===== config.mk =====
export PLATFORM = sky130hd
export DESIGN_NAME = mem_request_arbiter
export DESIGN_NICKNAME = d
export VERILOG_FILES = /design/src/rtl/mem_request_arbiter.sv
export SDC_FILE = /design/constraint.sdc
export NUM_CORES = 1
export LEC_CHECK = 0
export ABC_AREA = 1
export CORE_MARGIN = 2
export CORE_UTILIZATION = 42
export DETAILED_ROUTE_END_ITERATION = 10
export MAX_ROUTING_LAYER = met4
export PLACE_DENSITY_LB_ADDON = 0.1
export SYNTH_ARGS = -nofsm -noshare
export SYNTH_HDL_FRONTEND = slang
export SYNTH_SLANG_ARGS = --single-unit

===== constraint.sdc =====
create_clock -name CLK -period 2.9 [get_ports CLK]
set_input_delay 0.58 -clock CLK [delete_from_list [all_inputs] [get_ports CLK]]
set_output_delay 0.58 -clock CLK [all_outputs]
set_load 0.1 [all_outputs]

===== src/rtl/mem_request_arbiter.sv =====
// Two-requester (instruction/data) memory arbiter with per-grant timeout.
// Define MEM_ARB_FAIRNESS_EN for alternating priority; default is fixed data priority.
module mem_request_arbiter #(
  parameter logic [7:0] TIMEOUT_CYCLES = 8'd200
) (
  input  logic        CLK,
  input  logic        nRST,
  input  logic        iREN,
  input  logic [31:0] iaddr,
  input  logic        dREN,
  input  logic        dWEN,
  input  logic [31:0] daddr,
  input  logic [31:0] dstore,
  input  logic [1:0]  ramstate,
  input  logic [31:0] ramload,
  output logic        iwait,
  output logic        dwait,
  output logic [31:0] iload,
  output logic [31:0] dload,
  output logic [31:0] ramaddr,
  output logic [31:0] ramstore,
  output logic        ramREN,
  output logic        ramWEN,
  output logic        timeout
);

  localparam int unsigned AW = 32;
  localparam int unsigned DW = 32;
  localparam int unsigned CW = 8;
  // FREE, BUSY and ERROR all hold the grant; only ACCESS completes it.
  localparam logic [1:0] RAM_ACCESS = 2'd2;

  typedef enum logic [1:0] {IDLE, IGRANT, DGRANT} state_t;

  state_t        state;
  state_t        next_state;
  logic [AW-1:0] lat_addr;
  logic [DW-1:0] lat_store;
  logic          lat_ren;
  logic          lat_wen;
  logic [CW-1:0] wait_cnt;
  logic          in_grant;
  logic          access;
  logic          dropped;
  logic          expired;
  logic          d_pending;
  logic          pick_data;

  assign in_grant  = (state != IDLE);
  assign access    = in_grant && (ramstate == RAM_ACCESS);
  assign dropped   = ((state == IGRANT) && !iREN) ||
                     ((state == DGRANT) && !dREN && !dWEN);
  assign expired   = in_grant && (CW'(wait_cnt + CW'(1)) == TIMEOUT_CYCLES);
  assign d_pending = dREN || dWEN;

`ifdef MEM_ARB_FAIRNESS_EN
  logic last_was_data;

  // Remembers which side completed last so a contended IDLE favours the other.
  always_ff @(posedge CLK or negedge nRST) begin
    if (!nRST) begin
      last_was_data <= 1'b0;
    end else if (access) begin
      last_was_data <= (state == DGRANT);
    end
  end

  assign pick_data = d_pending && !(iREN && last_was_data);
`else
  assign pick_data = d_pending;
`endif

  always_ff @(posedge CLK or negedge nRST) begin
    if (!nRST) begin
      state <= IDLE;
    end else begin
      state <= next_state;
    end
  end

  // Completion beats an abandoned request, which beats a timeout.
  always_comb begin
    next_state = state;
    case (state)
      IDLE: begin
        if (pick_data) begin
          next_state = DGRANT;
        end else if (iREN) begin
          next_state = IGRANT;
        end
      end
      IGRANT, DGRANT: begin
        if (access || dropped || expired) begin
          next_state = IDLE;
        end
      end
      default: next_state = IDLE;
    endcase
  end

  always_comb begin
    iwait    = 1'b1;
    dwait    = 1'b1;
    iload    = '0;
    dload    = '0;
    ramaddr  = '0;
    ramstore = '0;
    ramREN   = 1'b0;
    ramWEN   = 1'b0;
    case (state)
      IGRANT, DGRANT: begin
        ramaddr  = lat_addr;
        ramstore = lat_store;
        ramREN   = lat_ren;
        ramWEN   = lat_wen;
        if (ramstate == RAM_ACCESS) begin
          if (state == IGRANT) begin
            iwait = 1'b0;
            iload = ramload;
          end else begin
            dwait = 1'b0;
            dload = ramload;
          end
        end
      end
      default: ;
    endcase
  end

  // Request capture on grant entry, wait counting, and the timeout pulse.
  always_ff @(posedge CLK or negedge nRST) begin
    if (!nRST) begin
      lat_addr  <= '0;
      lat_store <= '0;
      lat_ren   <= 1'b0;
      lat_wen   <= 1'b0;
      wait_cnt  <= '0;
      timeout   <= 1'b0;
    end else begin
      timeout <= in_grant && !access && !dropped && expired;
      if (!in_grant && (next_state == DGRANT)) begin
        lat_addr  <= daddr;
        lat_store <= dstore;
        lat_ren   <= dREN && !dWEN;
        lat_wen   <= dWEN;
        wait_cnt  <= '0;
      end else if (!in_grant && (next_state == IGRANT)) begin
        lat_addr  <= iaddr;
        lat_store <= '0;
        lat_ren   <= 1'b1;
        lat_wen   <= 1'b0;
        wait_cnt  <= '0;
      end else if (next_state == IDLE) begin
        lat_addr  <= '0;
        lat_store <= '0;
        lat_ren   <= 1'b0;
        lat_wen   <= 1'b0;
        wait_cnt  <= '0;
      end else begin
        wait_cnt <= CW'(wait_cnt + CW'(1));
      end
    end
  end

endmodule


# Word-level counts from Yosys, hierarchy flattened
# Index checks and enable logic that the tools add are counted.
# classes
reduce_logical	26
addsub	1
muxes	33
n_eq_ne	6
# op_table
cell	n
32-bit 2-to-1 mux	13
8-bit 2-to-1 mux	3
1-bit 2-to-1 mux	13
1-bit logical AND	11
8-bit by 1-bit adder with 8-bit output (second input constant)	1
8-bit == test (second input constant)	1
2-bit == test (second input constant)	3
1-bit logical NOT	6
2-bit 2-to-1 mux	3
2-bit by 1-bit == test with 1-bit output (second input constant)	2
2-bit logical NOT	2
1-bit logical OR	4
2-bit one-hot mux with 2 select lines	1
3-bit nonzero test	1
2-bit nonzero test	1
2-bit OR reduction	1
# word_totals
output_inout_bits	133
regBits	77
inputBits	135
word_cells	73

# Longest topological paths before layout
# logic_depth
word_depth	12
mapped_depth	16
depth_no_buf	14

# Worst setup path before layout
# No wires, ideal clock.
# synth_timing
path_kind	register to output
from	reg state[0]
to	out dload[22]
arrival_ps	3209
n_path_buf	2
path_stages_with_launch	7
slack_ps	-889
required_ps	2320
path_cell_list	dfrtp_1 -> inv_1 -> ha_1 -> clkbuf_1 -> nand3_1 -> clkbuf_1 -> nor2_1
# synth_between
elab_chain_cells	4
elab_cells_between_ends	6
classes_between	2 x eq/ne; 3 x mux; 1 x reduce/logical
# synth_rtl
element	line	source
start, declared	35	state_t state;
start signal, assigned	77	state <= next_state;
2-bit by 1-bit == test with 1-bit output	110, 117	
32-bit 2-to-1 mux	117	if (state == IGRANT) begin
32-bit 2-to-1 mux	116	if (ramstate == RAM_ACCESS) begin
32-bit 2-to-1 mux *	110	case (state)
end, declared	19	output logic [31:0] dload,
# Every way passes the cells marked *; elsewhere a longest branch is shown, timed or not.

# Worst setup path after layout
# layout_timing
from	in ramstate[1]
to	out iload[8]
# layout_between
elab_chain_cells	3
# layout_rtl
element	line	source
start, declared	14	input logic [1:0] ramstate,
2-bit == test	116	
32-bit 2-to-1 mux	116	
32-bit 2-to-1 mux	110	
end, declared	18	output logic [31:0] iload,
# No other way between the ends.

==> flow_summary.json <==
{
  "synth_cell_types": 24,
  "r2r_end": "lat_store[28]",
  "route.detailed.drc": 0,
  "syn-cell-area_sq_mm": 0.00482,
  "num_vias": 5554,
  "fin_crit_sh_pct": 94.4,
  "crit_slowest_cell": "clkdlybuf4s50_1",
  "ys_ff_latch": 77,
  "yosysTopAreaCell": "dfrtp_1",
  "ir_drop_mv": 0.833,
  "cts_resized": 0,
  "ios": 268,
  "drtAntennaViolNets": 0,
  "syn2layout_area_growth_pct": 91.2,
  "cts_tree": "built",
  "final_common_cell": "nand3_1",
  "finalCriticalPeriod_ns": 2.74,
  "htreeDepth": 3,
  "postSynthAreaPerCell_sq_um": 7.01,
  "tns_ns": 0,
  "routabilityCongestion": 0.941,
  "initial_core_util_pct": 42.6,
  "clock-skew-final_ns": 0.00706,
  "cts_sinks": 77,
  "hpwl_um": 13100,
  "finalWorstSetupSlack_ns": 0.163,
  "cpLargestDelayFamily": "buffers and inverters",
  "yosysSeqAreaShare_pct": 40.0,
  "final-hold-violation-count": 0,
  "core_sq_mm": 0.0113,
  "cp_cell_sequence": "clkdlybuf4s50_1, inv_1, nor2_1, nand3_1, buf_12, nor2_1, buf_12",
  "syn-num-nets": 828,
  "cts_made_buffers": 9,
  "die_area_sq_mm": 0.0123,
  "drv_slew": 0,
  "finalSetupViolCount": 0,
  "hp-class": "in -> async",
  "most-common-layout-cells": "nand3_1, buf_12, clkdlybuf4s50_1",
  "max_stage_delay_ns": 0.46,
  "dieWidth_um": 111,
  "clockBufferDepth": 2,
  "final_nets": 1074,
  "leakage_uw": 0.00470,
  "end_kind": "primary output",
  "fp-row-count": 39,
  "track_usage_pct": 28.2,
  "grt_pass1_wl_um": 27400,
  "fmaxAchievable_mhz": 365,
  "root_buffer": "clkbuf_16",
  "wl_um": 16900,
  "die_h_um": 111,
  "criticalPathCategory": "in -> out",
  "overflow": 0,
  "antenna_found_initial": 0,
  "max_cap_viol_count": 0,
  "arrival_ns": 2.16,
  "drive_gt1_share_pct": 23.0,
  "diodes": 0,
  "post_cts_buffers": 0,
  "path_clk_slew_ns": 0.06,
  "holdBufCountCts": 0,
  "grt_max_degree": 78,
  "startpoint_type": "input pin",
  "cp_num_buf_inv": 4,
  "synth_top_area_share_pct": 40.0,
  "worstPathRequired_ns": 2.32,
  "vias_per_cell": 5.13,
  "r2r_slack_ns": 0.50,
  "synth_cells": 688,
  "rr_startpoint": "state[1]",
  "tightest_slew_ns": 0.951,
  "drt-pass1-iter-count": 5,
  "worstSkewPairLatency_ns": 0.34,
  "portBuffers": 267,
  "reg2reg_depth": 12,
  "outcome": "complete, no violations",
  "initialDrtViolationCount": 463,
  "wl_per_cell_um": 15.6,
  "rsz0062_at_grt": "no",
  "yosysWarnings": 0,
  "pre_cts_slack_ns": 0.0824,
  "slew_headroom_pct": 36.6,
  "cp_max_fo": 32,
  "powerDensity_mw_per_mm2": 1080,
  "grt_pass1_vias": 5510,
  "yosys-top-cells-area": "dfrtp_1, nand3_1, nand2_1"
}
## where the power goes
part / switching [uW] / leakage, uW / internal [uW] / total [uW]
combinational: 4780 / 0.00352 / 2250 / 7030
clock: 455 / 0.000146 / 669 / 1120
sequential: 289 / 0.00104 / 1530 / 1820
total: 5520 / 0.00470 / 4450 / 9970
## cell families (layout without fill, tap and decap cells)
kind of cell    Yosys count  after routing  synth area share [%]
flops                    77             77                  40.0
buf+inv                 170            421                  15.6
simple gates            429            429                  42.2
compound gates            6              6                 0.753
fa+ha+maj                 5              5                  1.30
xor+xnor                  1              1                 0.182
## state kept, by name (all words and copies together) (netlist names)
name	count
lat_addr	32
lat_store	32
wait_cnt	8
state	2
lat_ren	1
lat_wen	1
timeout	1
## layer usage
metal  part of all wire, %  vias up  routed length, um  global-route usage, %
met5                     0        -                  0                      -
met4                   2.5        0                420                   9.47
met3                   7.2       39               1210                   4.21
met2                    52      268               8860                   50.3
met1                    38     2620               6440                   32.6
li1                      -     2627                  -                      -
## through the flow
stage	area [sq um]	utilization (%)	hold WS, ns	power [uW]	instances
final	9220	81.4	0.383	9970	1082
after global routing	9220	81.4	0.491	10400	1082
after CTS	9220	81.4	0.430	10000	1082
after detailed placement	8920	78.8	0.488	8870	1066
after global placement	8920	78.8	0.481	8750	1066
after floorplan	4860	-	0.284	6390	688
## cells in the mapped netlist
cell type	count
nand3_1	183
nand2_1	128
inv_1	120
nor2_1	79
dfrtp_1	77
nand3_2	24
buf_2	16
clkbuf_1	15
buf_6	10
nand2_2	6
buf_4	5
ha_1	5
nand4_1	3
nor2_2	3
a21oi_1	2
buf_1	2
inv_2	2
o21ai_0	2
a21oi_2	1
nand3b_1	1
nor2_4	1
nor4_1	1
o211ai_1	1
xnor2_1	1
## worst max-delay path by stage
stage                            from       endpoint  slack [ns]  cells past startpoint
after global routing      ramstate[1]      iload[18]        0.08                      7
after CTS                 ramstate[1]       iload[8]        0.18                      7
after floorplan              state[0]      dload[10]       -0.27                      6
after detailed placement         dWEN  lat_store[28]        0.08                     12
final                     ramstate[1]       iload[8]        0.16                      7
after global placement    ramstate[1]      dload[21]        0.22                      7
## cell type report
class,instances,area [sq um]
multi-input combinational,441,2190
sequential,77,1930
fill,717,2110
clock buffer,9,225
tap,143,179
clock inverter,7,73.8
timing repair buffer,283,4160
inverter,122,458
(Power assumes the default switching activity.)
